**src/rtl/rr_mux_arbiter4.sv**
```systemverilog
`default_nettype none
//------------------------------------------------------------------------------
// Module  : rr_mux_arbiter4
// Brief   : Four-way round-robin burst arbiter feeding a valid/ready output port.
// Revision: 1.0
//------------------------------------------------------------------------------
module rr_mux_arbiter4 #(
    parameter int DW        = 8,
    parameter int MAX_BEATS = 4
) (
    input  logic            clk,
    input  logic            rst,
    input  logic [3:0]      req,
    input  logic [4*DW-1:0] in_data,
    input  logic            out_ready,
    output logic [3:0]      gnt,
    output logic [1:0]      sel,
    output logic            out_valid,
    output logic [DW-1:0]   out_data,
    output logic [3:0]      ack
);

    localparam int CW = (MAX_BEATS > 1) ? $clog2(MAX_BEATS) : 1;
    localparam logic [CW-1:0] C_LAST_BEAT = CW'(MAX_BEATS - 1);

    typedef enum logic [0:0] {
        ST_IDLE = 1'b0,
        ST_BUSY = 1'b1
    } state_t;

    state_t        r_state, w_state_nxt;
    logic [3:0]    r_gnt, w_gnt_nxt;
    logic [1:0]    r_sel, w_sel_nxt;
    logic [1:0]    r_last, w_last_nxt;
    logic [CW-1:0] r_cnt, w_cnt_nxt;

    logic [1:0]    w_shift;
    logic [3:0]    w_rot;
    logic [1:0]    w_off;
    logic [1:0]    w_winner;
    logic          w_busy;
    logic          w_accept;

    // Rotate requests so the slot after the last winner sits at bit 0.
    assign w_shift = r_last + 2'd1;

    always_comb begin
        w_rot = '0;
        for (int k = 0; k < 4; k++) begin
            w_rot[k] = req[w_shift + 2'(k)];
        end
    end

    always_comb begin
        casez (w_rot)
            4'b???1: w_off = 2'd0;
            4'b??10: w_off = 2'd1;
            4'b?100: w_off = 2'd2;
            4'b1000: w_off = 2'd3;
            default: w_off = 2'd0;
        endcase
    end

    assign w_winner  = w_shift + w_off;
    assign w_busy    = (r_state == ST_BUSY);
    assign out_valid = w_busy && req[r_sel];
    assign w_accept  = out_valid && out_ready;
    assign out_data  = in_data[int'(r_sel)*DW +: DW];
    // A beat presented in a reset cycle is discarded, so it is never acknowledged.
    assign ack       = (w_accept && !rst) ? (4'b0001 << r_sel) : 4'b0000;
    assign gnt       = r_gnt;
    assign sel       = r_sel;

    always_comb begin
        w_state_nxt = r_state;
        w_gnt_nxt   = r_gnt;
        w_sel_nxt   = r_sel;
        w_last_nxt  = r_last;
        w_cnt_nxt   = r_cnt;
        case (r_state)
            ST_IDLE: begin
                if (req != 4'b0000) begin
                    w_state_nxt = ST_BUSY;
                    w_sel_nxt   = w_winner;
                    w_gnt_nxt   = 4'b0001 << w_winner;
                    w_cnt_nxt   = '0;
                end
            end
            ST_BUSY: begin
                if (!req[r_sel] || (w_accept && (r_cnt == C_LAST_BEAT))) begin
                    w_state_nxt = ST_IDLE;
                    w_last_nxt  = r_sel;
                    w_gnt_nxt   = 4'b0000;
                    w_cnt_nxt   = '0;
                end else if (w_accept) begin
                    w_cnt_nxt   = r_cnt + 1'b1;
                end
            end
            default: w_state_nxt = ST_IDLE;
        endcase
    end

    always_ff @(posedge clk) begin
        if (rst) begin
            r_state <= ST_IDLE;
            r_gnt   <= 4'b0000;
            r_sel   <= 2'd0;
            r_last  <= 2'd3;
            r_cnt   <= '0;
        end else begin
            r_state <= w_state_nxt;
            r_gnt   <= w_gnt_nxt;
            r_sel   <= w_sel_nxt;
            r_last  <= w_last_nxt;
            r_cnt   <= w_cnt_nxt;
        end
    end

endmodule
`default_nettype wire

```
**config.mk**
```make
export PLATFORM = sky130hd
export DESIGN_NAME = rr_mux_arbiter4
export DESIGN_NICKNAME = d
export VERILOG_FILES = /design/src/rtl/rr_mux_arbiter4.sv
export SDC_FILE = /design/constraint.sdc
export NUM_CORES = 1
export LEC_CHECK = 0
export ABC_AREA = 1
export CELL_PAD_IN_SITES_DETAIL_PLACEMENT = 1
export CELL_PAD_IN_SITES_GLOBAL_PLACEMENT = 1
export CORE_UTILIZATION = 25
export CTS_CLUSTER_SIZE = 28
export DETAILED_ROUTE_END_ITERATION = 16
export GPL_ROUTABILITY_DRIVEN = 0
export PLACE_DENSITY_LB_ADDON = 0.1
export REMOVE_ABC_BUFFERS = 1
export SLEW_MARGIN = 40
export SYNTH_ARGS = -nofsm -noshare
export SYNTH_HDL_FRONTEND = slang
export SYNTH_SLANG_ARGS = --single-unit
```
**constraint.sdc**
```tcl
create_clock -name clk -period 2.55 [get_ports clk]
set_clock_uncertainty 0.15 [all_clocks]
set_input_delay 0.3825 -clock clk [delete_from_list [all_inputs] [get_ports clk]]
set_output_delay 0.3825 -clock clk [all_outputs]
set_load 0.01 [all_outputs]
```
==> impl_metrics.yaml <==
critical_path:
  reg2reg_from: "r_last[0]$_SDFFE_PP1P_"
  critPathArrivalTime_ns: 1.89
  required_ns: 2.02
  start_kind: "flop"
  r2r-end: "gnt[1]$_SDFFE_PP0P_"
  path_max_fanout: 8
  reg2reg_slack_ns: 0.42
  rr_worst_depth: 15
  startpoint: "sel[1]$_SDFFE_PP0P_"
  path_class: "flop to primary output"
  critPathCaptureType: "primary output"
worst_hold_path:
  worstHoldPathType: "flop to flop"
  min_to: "gnt[3]$_SDFFE_PP0P_"
  min_path_cells: 2
  hold_start: "gnt[3]$_SDFFE_PP0P_"
job:
  drv_cap: 0
clock_tree:
  cts-buffers-inserted: 3
  htreeDepth: 1
  path_clk_slew_ns: 0.05
  clk_latency_ns: 0.24
  tritoncts: "built"
  cts.sinks: 11
  clock_path_buffers: 2
  post_cts_buffers: 0
  cts_root_buf: "clkbuf_8"
detailed_routing:
  avgRoutedWirePerCell_um: 13.6
  vias: 1372
  postRouteAntennaNets: 0
  dr.pass1.iters: 4
  drt_iter0_drc: 20
  vias_per_cell: 4.81
  drc: 0
  routed_wl_mm: 3.88
sta:
  grt_setup_unrepaired: "no"
  slew_violations: 0
  max_freq_mhz: 413
  timing.hold.ws_ns: 0.319
  setup_viol: 0
  finalHoldViolations: 0
  post-route-period-util: 0.949
  finalCriticalPeriod_ns: 2.42
  worst_pin_slew_ns: 0.239
  max_slew_margin: 0.840
die:
  core_um2: 4000
  rows: 23
  ioPinCount: 58
  die_y_um: 66.3
  die_x_um: 66.3
  initial_core_util: 0.259
  dieArea_um2: 4400
cells_and_area:
  syn_to_final_growth_pct: 71.7
  nets: 277
  post-route-cell-area_um2: 1780
  diodes: 0
  drive_above_1_share: 0.183
  final_util: 0.444
  fin_cells: 285
power_and_ir_drop:
  power_uw: 1280
  p_switching_uw: 552
  p_comb_frac: 0.648
  sequentialPowerShare: 0.213
  vdd_ir_drop_max_mv: 0.285
  power.share.switching: 0.431
  clkPwrFrac: 0.139
  leakage_uw: 0.000806
  power_per_cell_area_nw_per_um2: 721
  power.internal_uw: 728
synthesis:
  avgSynthCellArea_um2: 6.20
  synth_edf_count: 0
  synth_top_area_share: 0.229
  ys_types: 30
  synthTopCellsByCount: "nand2_1 (63), nand3_1 (21), inv_1 (16)"
  ys_warn_count: 0
  yosysTopAreaCell: "nand2_1"
  synth_area_leaders: "nand2_1 (23%), dfxtp_1 (21%), nand3_1 (10%), a22oi_1 (5.8%), inv_1 (5.8%)"
  synth_cells: 167
  ys_seq_area_frac: 0.213
  syn-cell-area_um2: 1030
  async_flop_share: 0
  synth.most_common_cell: "nand2_1"
  ys_ff_latch: 11
  synth_ff_type: "dfxtp_1"
grt:
  grt_pass1_vias: 1479
  grt_max_degree: 11
  antenna_found_initial: 0
  grt_overflow: 0
  grt_pass1_wl_mm: 6.61
  groute.usage.overall: 0.199
place:
  io_buffers: 57
  dpl-instance-area_um2: 1730
  placed_cells: 281
  dp_hpwl_mm: 3.28
status:
  outcome: "finished clean"
[per-stage QoR]
step | setup slack, ns | setup TNS (ns)
after floorplan | 0.365 | 0
final | 0.131 | 0
after global placement | 0.00116 | 0
after detailed placement | -0.0681 | -0.234
after CTS | 0.0622 | 0
after global routing | 0.0249 | 0
[layout by cell type (no fill, tap or decap)]
cell type        instances
nand4_1                  2
a22oi_1                  8
o211ai_1                 2
inv_1                   16
nand2_2                  5
a21oi_2                  4
dlygate4sd2_1            4
nor2_4                   1
ha_1                     2
o21ai_2                  1
nand3_1                 21
a21oi_1                  3
xor2_1                   1
o31ai_1                  1
clkbuf_1                 1
o211ai_2                 1
dfxtp_1                  8
buf_4                   12
inv_4                    2
nand4_2                  1
nor2_1                   5
o21ai_1                  1
nand3_4                  1
nor2_2                   3
clkdlybuf4s50_1         53
dfxtp_2                  2
inv_2                    2
clkbuf_8                 3
nand2_1                 62
a31oi_1                  1
dfxtp_4                  1
nor3_2                   4
a211oi_1                 1
[worst max path at each step]
| stage | end | slack [ns] | depth (start not counted) |
|---|---|---|---|
| 3_3_place_gp | ack[2] | 0.001 | 8 |
| 2_1_floorplan | ack[0] | 0.36 | 8 |
| 5_1_grt | out_valid | 0.02 | 8 |
| 4_1_cts | out_data[7] | 0.06 | 6 |
| 6_report | out_valid | 0.13 | 8 |
| 3_5_place_dp | ack[1] | -0.07 | 8 |
[per-layer routing]
metal	track usage	vias to the layer above	routed length, µm
met1	0.232	648	1710
met4	0.0718	0	81
li1	-	688	-
met2	0.349	29	1930
met3	0.0483	7	157
met5	0	-	0
[cells by family (layout without fill, tap and decap cells)]
group | Yosys count | count (layout) | share of synthesized area
AND/OR/NAND/NOR | 105 | 105 | 0.481
buffers and inverters | 25 | 93 | 0.106
AO/OA/AOI/OAI | 23 | 23 | 0.167
flip-flops | 11 | 11 | 0.213
adder cells (fa/ha/maj) | 2 | 2 | 0.0242
XOR/XNOR | 1 | 1 | 0.00847
[what timing repair did]
item,4_1_cts,5_1_grt
resized for setup,6,3
endpoints found under the setup margin,13,6
hold buffers,0,0
[registers in the layout (all words and copies together), names as in the netlist]
register / count
sel: 2
r_cnt: 2
r_last: 2
r_state: 1
gnt: 4
[power by group through the flow]
stage	registers [µW]	clock network, µW	logic, µW
final	273	178	829
after global routing	281	193	927
after CTS	272	185	840
after detailed placement	274	0	836
after global placement	269	0	814
after floorplan	286	0	394
[final cells by class]
class	instances	area [µm²]
Clock buffer	4	45.0
Fill cell	519	2220
Multi-Input combinational cell	131	707
Timing Repair Buffer	69	656
Tap cell	50	62.6
Inverter	20	80.1
Sequential cell	11	226
[critical path, stage by stage, from the launching register on]
cell and delay, ns:
dfxtp_4 0.39, buf_4 0.17, nor2_2 0.12, nand2_1 0.07, nand4_2 0.11, nand2_2 0.07
inv_2 0.08, buf_4 0.10, clkdlybuf4s50_1 0.53
No activity file was read; power rests on OpenSTA's default activity.
